**config.mk**
```make
export PLATFORM = sky130hd
export DESIGN_NAME = pc_stack_unit
export DESIGN_NICKNAME = d
export VERILOG_FILES = /design/src/rtl/pc_stack_unit.sv
export SDC_FILE = /design/constraint.sdc
export NUM_CORES = 1
export LEC_CHECK = 0
export CAP_MARGIN = 20
export CORE_ASPECT_RATIO = 0.75
export CORE_MARGIN = 1
export CORE_UTILIZATION = 49
export DETAILED_ROUTE_END_ITERATION = 12
export PLACE_DENSITY = 0.78
export SYNTH_ARGS = -nofsm -noshare
export SYNTH_HDL_FRONTEND = slang
export SYNTH_SLANG_ARGS = --single-unit
```
**constraint.sdc**
```tcl
create_clock -name clk -period 2.35 [get_ports clk]
set_clock_uncertainty 0.2 [all_clocks]
set_input_delay 0.3525 -clock clk [delete_from_list [all_inputs] [get_ports clk]]
set_output_delay 0.3525 -clock clk [all_outputs]
set_load 0.02 [all_outputs]
```
**src/rtl/pc_stack_unit.sv**
```systemverilog
// Program counter with a LIFO return-address stack.
// Level requests act once, on their rising edge, in ret > call > jmp > br > inc order.
module pc_stack_unit #(
   parameter int ADDR_W = 8,
   parameter int DEPTH  = 4,
   parameter int INC    = 1,
   parameter int SP_W   = $clog2(DEPTH + 1)
) (
   input  logic              clk,
   input  logic              rst_n,
   input  logic              inc_req,
   input  logic              jmp_req,
   input  logic              br_req,
   input  logic              br_cond,
   input  logic              call_req,
   input  logic              ret_req,
   input  logic [ADDR_W-1:0] target,
   input  logic              err_clr,
   output logic [ADDR_W-1:0] pc,
   output logic [SP_W-1:0]   sp,
   output logic              stk_full,
   output logic              stk_empty,
   output logic              stk_err,
   output logic              pc_upd
);

   localparam int IDX_W = (DEPTH > 1) ? $clog2(DEPTH) : 1;
   localparam logic [ADDR_W-1:0] STEP = ADDR_W'(INC);
   localparam logic [SP_W-1:0] SP_MAX = SP_W'(DEPTH);
   localparam logic [SP_W-1:0] SP_ONE = SP_W'(1);

   logic inc_d, jmp_d, br_d, call_d, ret_d;
   logic inc_e, jmp_e, br_e, call_e, ret_e;
   logic win_inc, win_jmp, win_br, win_call, win_ret;
   logic push;
   logic [IDX_W-1:0] wr_idx;
   logic [IDX_W-1:0] rd_idx;
   logic [ADDR_W-1:0] pc_seq;
   logic [ADDR_W-1:0] stack [DEPTH];

   assign stk_full  = (sp == SP_MAX);
   assign stk_empty = (sp == '0);
   assign pc_seq    = pc + STEP;
   assign wr_idx    = IDX_W'(sp);
   assign rd_idx    = IDX_W'(sp - SP_ONE);

   assign inc_e  = inc_req  & ~inc_d;
   assign jmp_e  = jmp_req  & ~jmp_d;
   assign br_e   = br_req   & ~br_d;
   assign call_e = call_req & ~call_d;
   assign ret_e  = ret_req  & ~ret_d;

   // One-hot winner; losing edges are simply dropped.
   always_comb begin
      win_ret  = ret_e;
      win_call = call_e & ~ret_e;
      win_jmp  = jmp_e & ~ret_e & ~call_e;
      win_br   = br_e & ~ret_e & ~call_e & ~jmp_e;
      win_inc  = inc_e & ~ret_e & ~call_e & ~jmp_e & ~br_e;
   end

   assign push = win_call & ~stk_full;

   always_ff @(posedge clk) begin
      if (push)
         stack[wr_idx] <= pc_seq;
   end

   always_ff @(posedge clk or negedge rst_n) begin
      if (!rst_n) begin
         pc      <= '0;
         sp      <= '0;
         stk_err <= 1'b0;
         pc_upd  <= 1'b0;
         inc_d   <= 1'b0;
         jmp_d   <= 1'b0;
         br_d    <= 1'b0;
         call_d  <= 1'b0;
         ret_d   <= 1'b0;
      end else begin
         inc_d  <= inc_req;
         jmp_d  <= jmp_req;
         br_d   <= br_req;
         call_d <= call_req;
         ret_d  <= ret_req;
         pc_upd <= 1'b0;
         if (err_clr)
            stk_err <= 1'b0;
         // A new error below overrides the clear.
         unique case (1'b1)
            win_ret: begin
               if (stk_empty) begin
                  stk_err <= 1'b1;
               end else begin
                  pc     <= stack[rd_idx];
                  sp     <= sp - SP_ONE;
                  pc_upd <= 1'b1;
               end
            end
            win_call: begin
               if (stk_full) begin
                  stk_err <= 1'b1;
               end else begin
                  pc     <= target;
                  sp     <= sp + SP_ONE;
                  pc_upd <= 1'b1;
               end
            end
            win_jmp: begin
               pc     <= target;
               pc_upd <= 1'b1;
            end
            win_br: begin
               if (br_cond) begin
                  pc     <= target;
                  pc_upd <= 1'b1;
               end
            end
            win_inc: begin
               pc     <= pc_seq;
               pc_upd <= 1'b1;
            end
            default: ;
         endcase
      end
   end

endmodule

```
# Yosys cells after proc, flatten, opt, wreduce, memory -nomap -nowiden
# Memories as Yosys holds them, arrays and structs flattened.
# Cells that the tools add are included.
dict set report op_classes {
  n_addsub 3
  multipliers 0
  div 0
  n_lt_le_gt_ge 0
  n_eq_ne 4
  shift 0
  muxes 17
  n_bitwise 26
  n_reduce_logical 6
}
# cell n
set ops {}
lappend ops {{$pmux W8 S5} 1}
lappend ops {{$mux W8} 3}
lappend ops {{$and A1 B1 Y1} 16}
lappend ops {{$not A1 Y1} 10}
lappend ops {{$add A8 B1 Y8 const B} 1}
lappend ops {{$mux W1} 8}
lappend ops {{$mux W3} 2}
lappend ops {{$ne A2 B2 Y1 const B} 3}
lappend ops {{$pmux W3 S2} 1}
lappend ops {{$reduce_bool A5 Y1} 1}
lappend ops {{$pmux W1 S4} 1}
lappend ops {{$reduce_and A4 Y1} 1}
lappend ops {{$add A3 B1 Y3 const B} 1}
lappend ops {{$eq A3 B3 Y1 const B} 1}
lappend ops {{$logic_not A3 Y1} 1}
lappend ops {{$reduce_and A3 Y1} 1}
lappend ops {{$sub A3 B1 Y3 const B} 1}
lappend ops {{$pmux W1 S2} 1}
lappend ops {{$reduce_bool A2 Y1} 1}
lappend ops {{$reduce_or A2 Y1} 1}
dict set report totals {
  reg_bits 18
  latch_bits 0
  ram_bits 32
  mem_bits_ro 0
  in_bits 17
  mem_count 1
}
# name words width rd rd_clocked_by_memory_dff wr line
set memory_table {}
lappend memory_table {stack 4 8 1 0 1 39} ;# logic [ADDR_W-1:0] stack [DEPTH];

# Longest topological paths before layout
# Gate-level depths: netlist of run 1.
dict set report logic_depth {
  depth_word 9
  mapped_depth 8
}

# Least setup slack after synthesis of run 1
# No wires, ideal clock.
dict set report synth_path {
  path_kind {register to register}
  start {register sp[0]}
  end {register pc[3]}
  arrival_ns 2.094
  required_time_ns 2.024
  slack_ns -0.070
  stages_incl_launch_ff 9
  cell_sequence {dfrtp_1 -> buf_6 -> inv_1 -> ha_1 -> clkbuf_1 -> mux4_2 -> nor2b_1 -> a221oi_1 -> o21ai_1}
}
dict set report synth_between {
  elab_chain_cells 4
}
# element line
set synth_lines {}
lappend synth_lines {{start, declared} 20} ;# output logic [SP_W-1:0] sp,
lappend synth_lines {{start signal, assigned} 96} ;# sp <= sp - SP_ONE;
lappend synth_lines {{start signal, assigned} 105} ;# sp <= sp + SP_ONE;
lappend synth_lines {{$sub A3 B1 Y3} -}
lappend synth_lines {{$mem_v2 Z4 W8} -}
lappend synth_lines {{$mux W8} 92} ;# if (stk_empty) begin
lappend synth_lines {{$pmux W8 S5} 90} ;# unique case (1'b1)
lappend synth_lines {{end signal, assigned} 95} ;# pc <= stack[rd_idx];
lappend synth_lines {{end signal, assigned} 104} ;# pc <= target;
lappend synth_lines {{end signal, assigned} 110} ;# pc <= target;
lappend synth_lines {{end, declared} 19} ;# output logic [ADDR_W-1:0] pc,
# Several ways; a longest one is shown, not always the timed one. The select of a mux whose other input is x is not followed.
# A chain may end at the register's enable or synchronous reset.

# Worst setup path after layout of run 1
dict set report layout_path {
  start {register sp[1]}
  end {output port stk_empty}
}
dict set report layout_between {
  elab_chain_cells 1
}
# element line
set layout_lines {}
lappend layout_lines {{$logic_not A3 Y1} 42} ;# assign stk_empty = (sp == '0);
lappend layout_lines {{end, declared} 22} ;# output logic stk_empty,
# No other way between the ends.

==> run_results.csv, run 1 <==
group,metric,value,unit
run_status,status,"finished, final reports clean",
cells_and_area,drive_gt1_frac,0.142,
synth,synth_top_cell_area_share,0.419,
sta,final.min_clock_period,2.21,ns
hold_path,min_path_type,"input pin to asynchronous set/reset pin",
cells_and_area,mostFrequentLayoutCell,"edfxtp_1",
synth,yosys.area.top_type,"edfxtp_1",
pwr,power.density,1160,nW/um^2
synth,synth_cell_types,36,
sta,slew_violations,0,
global_route,grt_antenna_before_repair,0,
routing,drc_errors,0,
sta,finalHoldViolCount,0,
floorplanning,die_area,4960,um^2
placed_design,dpl_worst_slack,0.0114,ns
cells_and_area,fill_cells,313,
synth,yosys-top-cells-area,"edfxtp_1 (42%), dfrtp_1 (20%), mux4_2 (5.9%), ha_1 (3.3%), nor2b_1 (3.0%)",
cts,clk_latency,0.31,ns
global_route,overflow,0,
setup_path,crit_top_cell,"inv_1",
cts,ctsRootBufferMaster,"clkbuf_8",
sta,setup_viol,0,
global_route,grt_pass1_vias,1464,
global_route,grt_pass1_wl,7.21,mm
sta,setup_ws,0.145,ns
cts,tritoncts,"yes",
setup_path,critical_path_class,"flop to primary output",
floorplanning,die_w,81.0,um
cells_and_area,layout_common_cells,"edfxtp_1 (32), clkdlybuf4s50_1 (29), dfrtp_1 (18), nand2_1 (16), nor2b_1 (11)",
synth,ys_ff_latch,50,
sta,finalSetupTns,0,ns
setup_path,crit_path_top_delay_cell,"dfrtp_1",
placed_design,io_buffer_count,31,
setup_path,critPathBufInv,3,
cells_and_area,final_cells,268,
cts,cts.sinks,50,
cts,numCtsBuffers,5,
cts,cts_setup_buffers,0,
placed_design,gp_congestion,0.856,
routing,wire_per_inst,16.9,um
setup_path,critPathTopFamily,"buffers and inverters",
setup_path,cp_data_arrival_time,1.65,ns
synth,synthCells,166,
placed_design,dp_hpwl,3.40,mm
setup_path,crit_path_start_kind,"flop",
cts,ctsHoldBuffers,0,
pwr,total_leakage_power,0.00108,uW
cts,cts_buffer_depth,2,
routing,drtIter0Drc,89,
setup_path,critical_path.max_stage_delay,0.43,ns
synth,syn_area,2290,um^2
routing,drt-total-wl,4.53,mm
run,max_cap_violations,0,
synth,ys_seq_area_frac,0.615,
synth,ys_warn_count,0,
cells_and_area,fin_nets,233,
placed_design,placed_cells,260,
synth,synth_nets,189,
floorplanning,pin_count,32,
floorplanning,fp-row-count,21,
pwr,vdd_drop_max,0.524,mV
cts,clk_pin_slew,0.09,ns
global_route,grt_max_degree,19,
routing,ant_nets,0,
setup_path,crit_chain,"inv_1, ha_2, nand2b_1, inv_1, dlygate4sd2_1",
sta,slew_headroom,0.644,
global_route,gr-usage-all-layers,0.210,
routing,viasPerCell,5.65,
routing,firstDrtPassIters,4,
floorplanning,coreArea,4470,um^2
sta,period_share,0.938,
cells_and_area,area_growth,22.9,%
sta,worstMarginPinSlew,0.533,ns
cells_and_area,diodes,0,
routing,vias,1513,
floorplanning,floorplan.initialDensity,0.514,
cts,cts_max_level,2,
setup_path,cp-end-kind,"primary output",
synth,syn_area_per_cell,13.8,um^2
floorplanning,die_h,61.3,um
sta,grt_setup_unrepaired,"false",
setup_path,cp_max_fo,4,
sta,fmax,453,MHz
setup_path,crit_required,1.80,ns
-- metal layers --
metal  GRT usage  part of all wire  up-vias
met2       0.330              0.48       57
met1       0.280              0.44      747
met4      0.0765            0.0064        0
li1            -                 -      707
met3      0.0667             0.072        2
met5           0                 0        -
-- final timing paths --
path                            slack (ns)           endpoint  depth (start not counted)               from
worst max-delay path                  0.14          stk_empty                          5  sp[1]$_DFFE_PN0P_
worst min-delay path                  0.17  pc[7]$_DFFE_PN0P_                          2              rst_n
worst max register to register        0.18  pc[0]$_DFFE_PN0P_                          6  sp[1]$_DFFE_PN0P_
worst min register to register        0.34  pc[6]$_DFFE_PN0P_                          2  pc[6]$_DFFE_PN0P_
max in group asynchronous             1.58  pc[1]$_DFFE_PN0P_                          2              rst_n
min in group clk                      0.31    inc_d$_DFF_PN0_                          1            inc_req
-- cell type report --
class | instances | area [um^2] | area share
Sequential cell | 50 | 1410 | 0.500
Multi-Input combinational cell | 103 | 826 | 0.293
Timing Repair Buffer | 41 | 383 | 0.136
Tap cell | 57 | 71.3 | 0.0253
Clock buffer | 5 | 68.8 | 0.0244
Inverter | 9 | 33.8 | 0.0120
Clock inverter | 3 | 26.3 | 0.00932
-- sequential cells by signal, indices dropped and copies added (netlist names) --
| register | flops |
|---|---|
| pc_upd | 1 |
| br_d | 1 |
| inc_d | 1 |
| call_d | 1 |
| stack | 32 |
| pc | 8 |
| sp | 3 |
| jmp_d | 1 |
| stk_err | 1 |
| ret_d | 1 |
-- where the power goes --
group / total (uW) / internal (uW) / switching, uW
Clock: 511 / 219 / 292
Combinational: 1410 / 654 / 756
Sequential: 1360 / 1220 / 146
-- synth_stat cells --
library cell	count
nand3_1	4
nor3_2	1
inv_1	9
xor2_1	3
and3_1	3
a31oi_4	1
a22oi_1	1
nand4_1	1
nor2b_1	11
nand3b_1	1
mux4_2	6
xnor2_1	4
nand2_1	16
a221oi_1	5
a222oi_1	1
nand2b_1	4
a21oi_1	3
o21ai_0	4
nand2b_2	1
o41a_1	1
buf_2	1
o21ai_1	7
nor2_1	6
a31o_1	1
or3_1	1
ha_1	6
a31oi_1	1
clkbuf_1	1
mux4_1	2
mux2i_1	2
a211oi_1	2
edfxtp_1	32
a32o_2	1
dfrtp_1	18
buf_6	2
nor3_1	3
-- cell families (layout without fill, tap and decap cells) --
| family | Yosys count | in the layout | share of synthesized area |
|---|---|---|---|
| compound gates | 28 | 28 | 0.0894 |
| xor+xnor | 7 | 7 | 0.0267 |
| buf+inv | 13 | 58 | 0.0283 |
| mux | 10 | 10 | 0.0905 |
| simple gates | 52 | 52 | 0.117 |
| flops | 50 | 50 | 0.615 |
| fa+ha+maj | 6 | 6 | 0.0327 |
-- what timing repair did --
action	CTS	global route
hold endpoints to repair	0	0
setup endpoints to repair	2	5
gates resized for setup	2	1
-- per-stage QoR --
step	cell area [um^2]	hold WS (ns)	power, uW	utilization
final	2820	0.172	3280	0.631
after detailed placement	2730	0.319	2790	0.610
after global placement	2730	0.294	2730	0.610
after floorplan	2300	-0.143	2260	-
after global routing	2820	0.194	3500	0.631
after CTS	2820	0.172	3290	0.631
Note: power is estimated with default switching activity, not from simulation.
==> inputs of run 2 (changes only) <==
--- a/config.mk
+++ b/config.mk
@@ -6,11 +6,13 @@
 export NUM_CORES = 1
 export LEC_CHECK = 0
 export CAP_MARGIN = 20
+export CELL_PAD_IN_SITES_DETAIL_PLACEMENT = 0
+export CELL_PAD_IN_SITES_GLOBAL_PLACEMENT = 1
 export CORE_ASPECT_RATIO = 0.75
 export CORE_MARGIN = 1
-export CORE_UTILIZATION = 49
+export CORE_UTILIZATION = 40
 export DETAILED_ROUTE_END_ITERATION = 12
-export PLACE_DENSITY = 0.78
+export PLACE_DENSITY = 0.77
 export SYNTH_ARGS = -nofsm -noshare
 export SYNTH_HDL_FRONTEND = slang
 export SYNTH_SLANG_ARGS = --single-unit
==> run_results.csv, run 2 (synthesized netlist as in run 1, its figures left out) <==
group,metric,value,unit
run_status,status,"finished, final reports clean",
setup_path,cp-end-kind,"primary output",
setup_path,critPathBufInv,3,
cts,clk_pin_slew,0.09,ns
cts,ctsHoldBuffers,0,
cells_and_area,drive_gt1_frac,0.158,
setup_path,cp_data_arrival_time,1.59,ns
cts,clk_latency,0.30,ns
pwr,total_leakage_power,0.00111,uW
cells_and_area,mostFrequentLayoutCell,"edfxtp_1",
cts,cts_buffer_depth,2,
setup_path,crit_required,1.80,ns
sta,period_share,0.912,
cts,numCtsBuffers,5,
setup_path,crit_path_top_delay_cell,"dfrtp_1",
setup_path,crit_path_start_kind,"flop",
cts,tritoncts,"yes",
floorplanning,coreArea,5440,um^2
global_route,grt_max_degree,19,
cells_and_area,reg_top3,"stack x32, pc x8, sp x3",
global_route,gr-usage-all-layers,0.173,
setup_path,critical_path.max_stage_delay,0.38,ns
cells_and_area,regArea,1410,um^2
routing,ant_nets,0,
sta,finalSetupTns,0,ns
pwr,vdd_drop_max,0.383,mV
floorplanning,fp-row-count,23,
cells_and_area,final_cell_area,2900,um^2
cts,cts_max_level,2,
cts,ctsRootBufferMaster,"clkbuf_8",
sta,setup_viol,0,
global_route,grt_antenna_before_repair,0,
pwr,combPwrFrac,0.438,
global_route,overflow,0,
cells_and_area,diodes,0,
sta,slew_violations,0,
sta,slew_headroom,0.621,
cells_and_area,fin_nets,237,
setup_path,crit_top_cell,"inv_1",
floorplanning,die_w,89.5,um
routing,drt-total-wl,4.61,mm
setup_path,critical_path_class,"flop to primary output",
floorplanning,pin_count,32,
cells_and_area,fill_cells,442,
global_route,grt_pass1_vias,1489,
cells_and_area,multi_input_area,826,um^2
routing,firstDrtPassIters,5,
pwr,p_int,2120,uW
sta,finalHoldViolCount,0,
routing,vias,1466,
placed_design,dp_hpwl,3.48,mm
setup_path,critPathTopFamily,"buffers and inverters",
placed_design,placed_area,2800,um^2
placed_design,io_buffer_count,31,
sta,worstMarginPinSlew,0.564,ns
run,max_cap_violations,0,
sta,final.min_clock_period,2.14,ns
cts,cts_setup_buffers,0,
hold_path,min_path_type,"input pin to asynchronous set/reset pin",
routing,viasPerCell,5.06,
pwr,sequentialPowerShare,0.405,
cells_and_area,regMostFlops,"stack",
cells_and_area,largest_reg_flops,32,
pwr,clkPwrFrac,0.156,
routing,drtIter0Drc,60,
sta,grt_setup_unrepaired,"false",
cells_and_area,area_growth,26.3,%
sta,fmax,467,MHz
floorplanning,die_h,67.6,um
routing,drc_errors,0,
setup_path,cp_max_fo,4,
pwr,switchingPower,1220,uW
cts,cts.sinks,50,
setup_path,crit_chain,"inv_1, ha_2, nand2b_1, inv_1, dlygate4sd2_1",
placed_design,gp_congestion,0.817,
pwr,power.density,1150,nW/um^2
global_route,grt_pass1_wl,7.48,mm
floorplanning,die_area,6050,um^2
pwr,swShare,0.365,
floorplanning,floorplan.initialDensity,0.422,
cells_and_area,layout_common_cells,"edfxtp_1 (32), clkdlybuf4s50_1 (29), dfrtp_1 (18), nand2_1 (16), buf_4 (12)",
routing,wire_per_inst,15.9,um
run 2: cell types whose count changed in the layout (fill, tap and decap cells not counted):
cell / delta
buf_12: +2
buf_4: +2
run 2: metal layers:
| metal | up-vias | track usage | share of wire |
|---|---|---|---|
| met5 | - | 0 | 0 |
| met4 | 0 | 0.0476 | 0.0080 |
| met3 | 5 | 0.0403 | 0.041 |
| met2 | 42 | 0.281 | 0.47 |
| met1 | 702 | 0.233 | 0.48 |
| li1 | 717 | - | - |
run 2: path summary, 6_finish.rpt:
kind / from / end / slack, ns / cells after the start
max reg2reg: sp[0]$_DFFE_PN0P_ / pc[4]$_DFFE_PN0P_ / 0.28 / 6
max: sp[0]$_DFFE_PN0P_ / stk_empty / 0.21 / 5
min: rst_n / sp[0]$_DFFE_PN0P_ / 0.17 / 2
min in group clk: inc_req / inc_d$_DFF_PN0_ / 0.32 / 1
max in group asynchronous: rst_n / pc[4]$_DFFE_PN0P_ / 1.58 / 2
min reg2reg: pc[6]$_DFFE_PN0P_ / pc[6]$_DFFE_PN0P_ / 0.34 / 2
run 2: timing repair:
item,in CTS,in global routing
resized for setup,2,1
cloned,0,0
endpoints found under the setup margin,2,3
run 2: power groups by stage:
| stage | logic (uW) | registers [uW] | clock network, uW |
|---|---|---|---|
| finish | 1460 | 1350 | 521 |
| floorplan | 777 | 1480 | 0 |
| global placement | 1440 | 1360 | 0 |
| detailed placement | 1470 | 1370 | 0 |
| global route | 1600 | 1380 | 561 |
| CTS | 1470 | 1350 | 536 |
run 2: area by class of cell:
type | count | area share
timing repair buffer | 45 | 0.151
inverter | 9 | 0.0117
tap | 75 | 0.0324
sequential | 50 | 0.487
clock inverter | 3 | 0.00907
clock buffer | 5 | 0.0237
multi-input combinational | 103 | 0.285
run 2: per-stage QoR:
step	hold slack, ns	util	worst slack [ns]	power [uW]	cells
6_report	0.171	0.533	0.207	3340	290
5_1_grt	0.187	0.533	0.0898	3540	290
4_1_cts	0.174	0.532	0.145	3360	290
3_5_place_dp	0.321	0.515	0.0724	2840	282
3_3_place_gp	0.311	0.515	0.142	2800	282
2_1_floorplan	-0.143	-	0.0643	2260	166
==> inputs of run 3 (changes only) <==
--- a/config.mk
+++ b/config.mk
@@ -5,14 +5,15 @@
 export SDC_FILE = /design/constraint.sdc
 export NUM_CORES = 1
 export LEC_CHECK = 0
+export ABC_AREA = 1
 export CAP_MARGIN = 20
 export CELL_PAD_IN_SITES_DETAIL_PLACEMENT = 0
 export CELL_PAD_IN_SITES_GLOBAL_PLACEMENT = 1
 export CORE_ASPECT_RATIO = 0.75
 export CORE_MARGIN = 1
-export CORE_UTILIZATION = 40
+export CORE_UTILIZATION = 38
 export DETAILED_ROUTE_END_ITERATION = 12
-export PLACE_DENSITY = 0.77
+export PLACE_DENSITY = 0.74
 export SYNTH_ARGS = -nofsm -noshare
 export SYNTH_HDL_FRONTEND = slang
 export SYNTH_SLANG_ARGS = --single-unit
==> run_results.csv, run 3 <==
group,metric,value,unit
global_route,overflow,0,
synth,synth-simple-area-share,0.302,
pwr,total_leakage_power,0.00155,uW
synth,synthCells,299,
placed_design,io_buffer_count,31,
setup_path,critical_path_class,"flop to primary output",
setup_path,reg2reg_depth,9,
synth,ys_warn_count,0,
routing,drc_errors,0,
synth,synth_nets,322,
setup_path,crit_path_top_delay_cell,"clkdlybuf4s50_1",
setup_path,crit_chain,"buf_4, clkdlybuf4s50_1",
synth,ys_seq_area_frac,0.534,
floorplanning,die_w,98.3,um
setup_path,endpoint,"sp[0]",
cts,clk_pin_slew,0.10,ns
sta,slew_headroom,0.663,
cells_and_area,drive_gt1_frac,0.108,
cts,cts_max_level,2,
synth,synth-xor-area-share,0.0166,
setup_path,startpoint,"sp[0]$_DFFE_PN0P_",
run,max_cap_violations,0,
cts,clk_latency,0.31,ns
synth,yosys.area.top_type,"edfxtp_1",
cells_and_area,mostFrequentLayoutCell,"nand2_1",
synth,muxShareOfSynthArea,0,
routing,viasPerCell,4.80,
sta,setup_viol,0,
routing,drt-total-wl,5.89,mm
placed_design,dp_hpwl,4.24,mm
synth,async_flop_share,0.360,
setup_path,cp-end-kind,"primary output",
synth,synth_ff_type,"edfxtp_1",
setup_path,r2r-end,"pc[5]$_DFFE_PN0P_",
cells_and_area,post-route-util,0.490,
floorplanning,floorplan.initialDensity,0.407,
global_route,gr-usage-all-layers,0.175,
sta,period_share,0.929,
routing,ant_nets,0,
cts,numCtsBuffers,5,
routing,wire_per_inst,13.9,um
routing,drtIter0Drc,81,
global_route,grt_pass1_wl,9.56,mm
synth,synthTopCellsByCount,"nand2_1 (90), inv_1 (56), nand3_1 (39)",
synth,synth_top_cell_area_share,0.363,
pwr,vdd_drop_max,0.586,mV
floorplanning,die_h,74.3,um
cells_and_area,reg_top3,"stack x32, pc x8, sp x3",
placed_design,gp_congestion,0.791,
setup_path,crit_required,1.80,ns
cells_and_area,final_cell_area,3190,um^2
setup_path,critical_path.max_stage_delay,0.65,ns
floorplanning,fp-row-count,25,
synth,synth_most_common_cell,"nand2_1",
cells_and_area,diodes,0,
run_status,status,"finished, final reports clean",
synth,synth_cell_types,27,
sta,fmax,458,MHz
global_route,grt_max_degree,21,
sta,finalSetupTns,0,ns
cells_and_area,fin_nets,364,
setup_path,cp_max_fo,20,
cells_and_area,largest_reg_flops,32,
sta,final.min_clock_period,2.18,ns
hold_path,min_path_type,"input pin to asynchronous set/reset pin",
sta,grt_setup_unrepaired,"false",
sta,finalHoldViolCount,0,
routing,firstDrtPassIters,7,
global_route,grt_antenna_before_repair,0,
synth,ys_ff_latch,50,
synth,synth_compound_area_frac,0.0151,
pwr,power.density,1130,nW/um^2
setup_path,rr_startpoint,"sp[1]$_DFFE_PN0P_",
cts,ctsHoldBuffers,0,
setup_path,cp_data_arrival_time,1.63,ns
cells_and_area,regMostFlops,"stack",
synth,synth_top_family_by_area,"simple AND/OR/NAND/NOR gates",
floorplanning,die_area,7300,um^2
synth,yosys-top-cells-area,"edfxtp_1 (36%), dfrtp_1 (17%), nand2_1 (13%), inv_1 (7.9%), nand3_1 (7.4%)",
synth,syn_area,2650,um^2
synth,synth-adder-area-share,0.0284,
floorplanning,coreArea,6510,um^2
cts,cts_buffer_depth,2,
placed_design,placed_area,3080,um^2
pwr,power,3590,uW
synth,syn_area_per_cell,8.85,um^2
cells_and_area,area_growth,20.4,%
setup_path,r2r_slack,0.38,ns
synth,synth_edf_count,32,
sta,worstMarginPinSlew,0.503,ns
floorplanning,pin_count,32,
cts,cts_setup_buffers,0,
cts,tritoncts,"yes",
cells_and_area,layout_common_cells,"nand2_1 (90), inv_1 (56), nand3_1 (39), edfxtp_1 (32), clkdlybuf4s50_1 (29)",
cts,ctsRootBufferMaster,"clkbuf_8",
sta,slew_violations,0,
routing,vias,2030,
global_route,grt_pass1_vias,1885,
cts,cts.sinks,50,
setup_path,crit_path_start_kind,"flop",
-- run 3: cell types whose count changed in the layout (fill, tap and decap cells not counted), sizes merged, moves of 4 or more --
cell	delta
xnor2	-4
a221oi	-5
inv	+51
o21ai	-9
nor2	+7
buf	-5
nand2	+81
nor3	-4
mux4	-8
nand4	+8
nand3	+39
nor2b	-11
nand2b	-5
-- run 3: where the power goes --
group | switching (uW) | internal (uW) | leakage [uW]
sequential | 152 | 1190 | 0.000508
combinational | 1050 | 645 | 0.000994
clock | 325 | 221 | 0.0000502
-- run 3: layout make-up --
| class | instances | area [um^2] |
|---|---|---|
| tap | 81 | 101 |
| multi-input combinational | 182 | 957 |
| inverter | 62 | 235 |
| sequential | 50 | 1410 |
| clock buffer | 5 | 68.8 |
| fill | 645 | 3320 |
| clock inverter | 3 | 28.8 |
| timing repair buffer | 40 | 383 |
-- run 3: through the flow --
stage               worst slack [ns]  std cells  hold WS, ns
finish                         0.167        423        0.165
global route                  0.0964        423        0.196
CTS                           0.0399        423        0.173
detailed placement             0.219        415        0.329
global placement               0.205        415        0.324
floorplan                      0.140        299       -0.143
-- run 3: worst max-delay path, delay by kind of cell, from the launching register on --
family                 cells  cell delay [ns]
buffers and inverters      2             0.93
DFF                        1             0.40
-- run 3: kinds of logic after synthesis --
logic type | Yosys count
buffers and inverters | 67
AO/OA/AOI/OAI | 6
XOR/XNOR | 5
flip-flops | 50
AND/OR/NAND/NOR | 165
adder cells (fa/ha/maj) | 6
-- run 3: routing by layer --
layer / up-vias / wire length [um] / global-route usage
li1: 1025 / - / -
met1: 941 / 2870 / 0.247
met2: 57 / 2560 / 0.273
met3: 7 / 387 / 0.0367
met4: 0 / 74 / 0.0580
met5: - / 0 / 0
-- run 3: what timing repair did --
item                                    4_1_cts  5_1_grt
hold endpoints to repair                      0        0
endpoints found under the setup margin        0        2
resized for setup                             0        2
-- run 3: worst min-delay path by stage --
stage | startpoint | endpoint | slack, ns | cells past startpoint
global placement | stk_err$_DFF_PN0_ | stk_err$_DFF_PN0_ | 0.32 | 2
detailed placement | stk_err$_DFF_PN0_ | stk_err$_DFF_PN0_ | 0.33 | 2
CTS | rst_n | jmp_d$_DFF_PN0_ | 0.17 | 2
finish | rst_n | jmp_d$_DFF_PN0_ | 0.16 | 2
floorplan | rst_n | br_d$_DFF_PN0_ | -0.14 | 0
global route | rst_n | stk_err$_DFF_PN0_ | 0.20 | 2
